<file path="config.mk">
export PLATFORM = sky130hd
export DESIGN_NAME = pipeline_3_memaccess
export DESIGN_NICKNAME = d
export VERILOG_FILES = /design/src/rtl/kl_pipe_pkg.sv /design/src/rtl/mem_io_port.sv /design/src/rtl/pipeline_3_memaccess.sv
export SDC_FILE = /design/constraint.sdc
export NUM_CORES = 1
export LEC_CHECK = 0
export BUFFER_PORTS_ARGS = -buffer_cell sky130_fd_sc_hd__buf_2
export CORE_MARGIN = 2
export CORE_UTILIZATION = 42
export DETAILED_ROUTE_END_ITERATION = 10
export GPL_ROUTABILITY_DRIVEN = 1
export PLACE_DENSITY = 0.75
export SLEW_MARGIN = 20
export SYNTH_ARGS = -nofsm -noshare
export SYNTH_HDL_FRONTEND = slang
export SYNTH_SLANG_ARGS = --single-unit
export TNS_END_PERCENT = 20
</file>
<file path="constraint.sdc">
create_clock -name clk -period 1.6 [get_ports clk]
set_input_delay 0.32 -clock clk [delete_from_list [all_inputs] [get_ports clk]]
set_output_delay 0.32 -clock clk [all_outputs]
set_load 0.1 [all_outputs]
</file>
<file path="src/rtl/kl_pipe_pkg.sv">
// Shared definitions for the 16-bit pipeline memory-access stage:
// control-word field positions, memory opcodes and the IO handshake states.
package kl_pipe_pkg;

   localparam int CTL_W     = 22;
   localparam int CTL_OP_HI = 21;
   localparam int CTL_OP_LO = 19;

   localparam logic [2:0] OP_LDR = 3'b011;
   localparam logic [2:0] OP_STR = 3'b100;

   // Load value returned when an IO access is abandoned.
   localparam logic [15:0] IO_TIMEOUT_DATA = 16'hDEAD;

   typedef enum logic [1:0] {
      ST_RUN     = 2'd0,
      ST_IO_WAIT = 2'd1,
      ST_IO_DONE = 2'd2
   } mem_state_t;

   function automatic logic [2:0] ctl_op(input logic [CTL_W-1:0] ctl);
      return ctl[CTL_OP_HI:CTL_OP_LO];
   endfunction

endpackage

</file>
<file path="src/rtl/mem_io_port.sv">
// IO handshake sequencer for the memory-access stage: tracks one IO access,
// counts wait cycles, captures the load word and flags timeouts.
module mem_io_port
   import kl_pipe_pkg::*;
#(
   parameter int IO_TIMEOUT = 15
) (
   input  logic        clk,
   input  logic        rst,
   input  logic        is_io_i,
   input  logic        io_ready_i,
   input  logic [15:0] io_rdata_i,
   output mem_state_t  state_o,
   output logic        io_req_o,
   output logic        stall_o,
   output logic        done_o,
   output logic [15:0] io_rdata_o,
   output logic        io_err_o
);

   localparam int                CNT_W    = $clog2(IO_TIMEOUT + 1);
   localparam logic [CNT_W-1:0]  CNT_LAST = CNT_W'(IO_TIMEOUT - 1);

   mem_state_t        state_q;
   logic [CNT_W-1:0]  cnt_q;
   logic [15:0]       io_rdata_q;
   logic              io_err_q;

   // NOTE: every register here uses <= so all of them see the pre-edge state
   // when the next state is computed, whatever the statement order.
   always_ff @(posedge clk or negedge rst) begin
      if (!rst) begin
         state_q    <= ST_RUN;
         cnt_q      <= '0;
         io_rdata_q <= '0;
         io_err_q   <= 1'b0;
      end else begin
         unique case (state_q)
            ST_RUN: begin
               if (is_io_i) begin
                  cnt_q <= '0;
                  if (io_ready_i) begin
                     io_rdata_q <= io_rdata_i;
                     state_q    <= ST_IO_DONE;
                  end else begin
                     state_q    <= ST_IO_WAIT;
                  end
               end
            end
            ST_IO_WAIT: begin
               // Ready is tested first so a response on the last allowed cycle wins.
               if (io_ready_i) begin
                  io_rdata_q <= io_rdata_i;
                  state_q    <= ST_IO_DONE;
               end else if (cnt_q == CNT_LAST) begin
                  io_rdata_q <= IO_TIMEOUT_DATA;
                  io_err_q   <= 1'b1;
                  state_q    <= ST_IO_DONE;
               end else begin
                  cnt_q <= cnt_q + 1'b1;
               end
            end
            ST_IO_DONE: state_q <= ST_RUN;
            default:    state_q <= ST_RUN;
         endcase
      end
   end

   assign io_req_o   = (state_q == ST_IO_WAIT) || ((state_q == ST_RUN) && is_io_i);
   assign stall_o    = io_req_o;
   assign done_o     = (state_q == ST_IO_DONE);
   assign state_o    = state_q;
   assign io_rdata_o = io_rdata_q;
   assign io_err_o   = io_err_q;

endmodule

</file>
<file path="src/rtl/pipeline_3_memaccess.sv">
// Memory-access stage: registers execute outputs, drives the synchronous data
// RAM, diverts high addresses to the IO port and selects the load word.
module pipeline_3_memaccess
   import kl_pipe_pkg::*;
#(
   parameter int          ADDR_W     = 8,
   parameter logic [7:0]  IO_BASE    = 8'hF0,
   parameter int          IO_TIMEOUT = 15
) (
   input  logic              clk,
   input  logic              rst,
   input  logic [21:0]       control_in,
   input  logic [15:0]       result_in,
   input  logic [15:0]       sdata_in,
   output logic              stall_out,
   output logic [21:0]       control_out,
   output logic [15:0]       result_out,
   output logic [15:0]       rdata_out,
   output logic [ADDR_W-1:0] ram_addr_out,
   output logic [15:0]       ram_wdata_out,
   output logic              ram_we_out,
   input  logic [15:0]       ram_rdata_in,
   output logic              io_req_out,
   output logic              io_we_out,
   output logic [7:0]        io_addr_out,
   output logic [15:0]       io_wdata_out,
   input  logic              io_ready_in,
   input  logic [15:0]       io_rdata_in,
   output logic              io_err_out
);

   logic [21:0] ctl_q, ctl_d;
   logic [15:0] res_q, res_d;
   logic [15:0] sd_q,  sd_d;
   logic        last_io_q, last_io_d;

   logic        is_ldr, is_str, is_io;
   logic        stall, io_done;
   logic [15:0] io_rdata;
   mem_state_t  io_state;

   // NOTE: defaults first so the hold path is explicit and no latch is inferred.
   always_comb begin
      ctl_d = ctl_q;
      res_d = res_q;
      sd_d  = sd_q;
      if (!stall) begin
         ctl_d = control_in;
         res_d = result_in;
         sd_d  = sdata_in;
      end
   end

   // Set only when the word just issued to writeback came out of the IO port.
   assign last_io_d = io_done;

   always_ff @(posedge clk or negedge rst) begin
      if (!rst) begin
         ctl_q     <= '0;
         res_q     <= '0;
         sd_q      <= '0;
         last_io_q <= 1'b0;
      end else begin
         ctl_q     <= ctl_d;
         res_q     <= res_d;
         sd_q      <= sd_d;
         last_io_q <= last_io_d;
      end
   end

   assign is_ldr = (ctl_op(ctl_q) == OP_LDR);
   assign is_str = (ctl_op(ctl_q) == OP_STR);
   assign is_io  = (is_ldr || is_str) && (res_q[7:0] >= IO_BASE);

   mem_io_port #(
      .IO_TIMEOUT (IO_TIMEOUT)
   ) u_io (
      .clk        (clk),
      .rst        (rst),
      .is_io_i    (is_io),
      .io_ready_i (io_ready_in),
      .io_rdata_i (io_rdata_in),
      .state_o    (io_state),
      .io_req_o   (io_req_out),
      .stall_o    (stall),
      .done_o     (io_done),
      .io_rdata_o (io_rdata),
      .io_err_o   (io_err_out)
   );

   // A RAM store can only fire in RUN, and RUN lasts one cycle per op.
   assign ram_we_out    = (io_state == ST_RUN) && is_str && !is_io;
   assign ram_addr_out  = res_q[ADDR_W-1:0];
   assign ram_wdata_out = sd_q;

   assign io_we_out     = io_req_out && is_str;
   assign io_addr_out   = res_q[7:0];
   assign io_wdata_out  = sd_q;

   assign stall_out     = stall;
   assign control_out   = stall ? '0 : ctl_q;
   assign result_out    = res_q;
   assign rdata_out     = last_io_q ? io_rdata : ram_rdata_in;

endmodule

</file>
==> results.toml <==
[critical_path]
worstSetupStartpointType = "flip-flop"
worstSetupEndpointType = "primary output"
worst-endpoint-arrival_ns = 1.93
reg2regPathDepth = 8
reg2reg_from = "ctl_q[19]$_DFFE_PN0N_"
cp-endpoint = "io_we_out"
crit_start = "ctl_q[19]$_DFFE_PN0N_"
r2r-end = "io_wdata_out[7]$_DFFE_PN0N_"
required_ns = 1.28
crit_type = "flip-flop to primary output"
rrSetupSlack_ns = -0.37
critPathMaxFanout = 5

[timing]
hold_viol = 0
whs_ns = 0.2053
setup_viol = 111
timing.clock.skew_ns = 0.01069
tightest_slew_ns = 0.5082
min_period_over_period = 1.408
max-slew-margin-rel = 0.6636
setup_slack_ns = -0.6522
finalCriticalPeriod_ns = 2.252
timing.fmax_mhz = 444.0
rsz0062_at_grt = "yes"
slew_viol_final = 0

[pwr]
netSwitchingFraction = 0.4205
switchingPower_mw = 2.653
power_leakage_nw = 3.318
internal_power_mw = 3.656
ir_drop_mv = 0.5550
pwr-share-seq = 0.377
p_comb_frac = 0.421
p_per_area_mw_per_mm2 = 991.1
clkPwrFrac = 0.202
total_power_mw = 6.310

[final_layout]
fin_nets = 604
area_growth_pct = 59.00
final_core_util = 0.6890
drive_gt1_frac = 0.7336
n_antenna_cell = 0

[drt]
drc_errors = 0
num_vias = 2976
wl_per_cell_um = 15.88
highest_layer = "met4"
wl_met1_um = 3958
drtIter0Drc = 39
drt-total-wl_um = 10280
dr_wl_met3_um = 627
met2_length_um = 5556
vias_per_cell = 4.600
drt_first_pass_iters = 4
ant_nets = 0

[placement]
gp_congestion = 0.8431
io_buffers = 195
dpl.hpwl_um = 7546

[synthesis]
postSynthCellCount = 299
synth_edf_count = 0
syn_area_per_cell_um2 = 13.39
synth_top_cells_by_count = "78 x dfrtp_1, 54 x mux2_4, 33 x buf_4, 22 x and2_1, 21 x mux2_2"
yosysMostFrequentCell = "dfrtp_1"
syn_area_mm2 = 0.004004
yosys.area.top_type_share = 0.4875
ys_top_cells_by_area = "dfrtp_1 49%, mux2_4 20%, buf_4 6.2%, mux2_2 5.9%, and2_1 3.4%"
async_reset_ff_frac = 1.000
yosysUniqueCellTypes = 33
ys_ff_latch = 78
ys_seq_area_frac = 0.4875
yosysTopAreaCell = "dfrtp_1"
syn_nets = 390
synth_flop_cell = "dfrtp_1"
ys.warnings.count = 0

[cts]
worstSkewPairLatency_ns = 0.34
htree_levels = 3
cts_buffer_depth = 2
clkSinkCount = 78
cts_root_buf = "clkbuf_8"
clk_pin_slew_ns = 0.09
numCtsBuffers = 9
cts_tree = "yes"

[die]
die_h_um = 101.6
die_width_um = 101.6
die_area_mm2 = 0.01033
num_rows = 35
start_util = 0.4333
core_mm2 = 0.009240
io_pins = 196

[global_routing]
grt_max_degree = 37
grt_pass1_wl_um = 15320
grt_overflow_total = 0
antenna_found_initial = 0
grt_usage = 0.1931
grt_pass1_vias = 3127

[status]
violations = "negative setup slack"
status = "complete, but fails checks"

[run]
drv_cap = 0

[worst_hold_path]
hold_path_class = "input pin to flip-flop"
[placed cells by master (no fill, tap or decap), types with 2 or more instances in the layout]
cell type   count
buf_8           3
buf_12         45
clkinvlp_4      2
nand2_1         3
dfrtp_1        73
inv_1          13
ha_1            2
a21o_4          2
and2_2          5
buf_4          39
and2_4         17
o22ai_1         2
dfrtp_4         4
nor2_1         13
o211ai_1        2
o21ai_1         2
mux2i_1        11
clkbuf_8        9
buf_6          22
nor2b_1         6
mux2_4         74
clkinv_2        5
buf_2         140
[layout make-up]
class                   count  area [µm²]
inverters                  14       56.30
fillers                   669        2874
clock buffers               9       123.9
repair buffers            250        2197
clock inverters             7       41.29
multi-input cells         160        1818
well taps                 129       161.4
flip-flops and latches     78        1968
[critical path: stages, from the launching register on]
cell and delay [ns]:
dfrtp_2 0.44, nor3b_4 0.27, o21ai_4 0.11, a21o_4 0.25, buf_6 0.13, buf_6 0.11
nor2_4 0.10, buf_12 0.18
[stage by stage]
step / cells / setup slack, ns / cell area [µm²] / setup TNS (ns)
floorplan: 299 / -0.8547 / 4120 / -34.20
global placement: 614 / -0.3371 / 5806 / -13.29
detailed placement: 614 / -0.3873 / 5806 / -18.43
CTS: 642 / -0.6587 / 6243 / -31.03
global route: 647 / -0.7207 / 6366 / -37.38
finish: 647 / -0.6522 / 6366 / -30.71
[timing repair]
action	in CTS	in global routing
endpoints found under the hold margin	15	0
hold buffers	1	0
gates cloned	1	0
resized for setup	53	25
setup endpoints to repair	122	115
pin swaps	10	4
buffers inserted	10	5
[registers in the layout (all words and copies together), names as in the netlist]
| register | flops |
|---|---|
| ctl_q | 22 |
| io_wdata_out | 16 |
| result_out | 16 |
| u_io.io_rdata_o | 16 |
| u_io.cnt_q | 4 |
| u_io.state_o | 2 |
| last_io_q | 1 |
| u_io.io_err_o | 1 |
[power by group through the flow]
| stage | logic, mW | clock network [mW] | registers [mW] |
|---|---|---|---|
| after floorplan | 1.50 | 0 | 2.77 |
| after CTS | 2.64 | 1.31 | 2.37 |
| after global placement | 2.51 | 0 | 2.38 |
| after detailed placement | 2.56 | 0 | 2.40 |
| after global routing | 2.76 | 1.42 | 2.41 |
| final | 2.66 | 1.28 | 2.38 |
[per-layer routing]
layer,vias up,global-route usage
li1,1398,-
met1,1450,0.2296
met3,14,0.04969
met4,0,0.06133
met5,-,0
met2,114,0.3411
[worst min path at each step]
| stage | cells past startpoint | end | startpoint |
|---|---|---|---|
| 2_1_floorplan | 0 | ctl_q[0]$_DFFE_PN0N_ | rst |
| 3_3_place_gp | 1 | u_io.io_rdata_o[15]$_DFFE_PN0P_ | rst |
| 3_5_place_dp | 1 | u_io.io_rdata_o[15]$_DFFE_PN0P_ | rst |
| 4_1_cts | 2 | io_wdata_out[4]$_DFFE_PN0N_ | sdata_in[4] |
| 5_1_grt | 2 | io_wdata_out[12]$_DFFE_PN0N_ | sdata_in[12] |
| 6_report | 2 | io_wdata_out[4]$_DFFE_PN0N_ | sdata_in[4] |
[cells by family (layout without fill, tap and decap cells)]
group | Yosys count | in the layout | synth area share
simple gates | 55 | 55 | 0.07906
mux | 87 | 87 | 0.2916
compound gates | 14 | 15 | 0.02687
buf+inv | 62 | 280 | 0.1066
xor+xnor | 1 | 1 | 0.002188
flops | 78 | 78 | 0.4875
fa+ha+maj | 2 | 2 | 0.006249
Power figures use the tool's default switching activity.
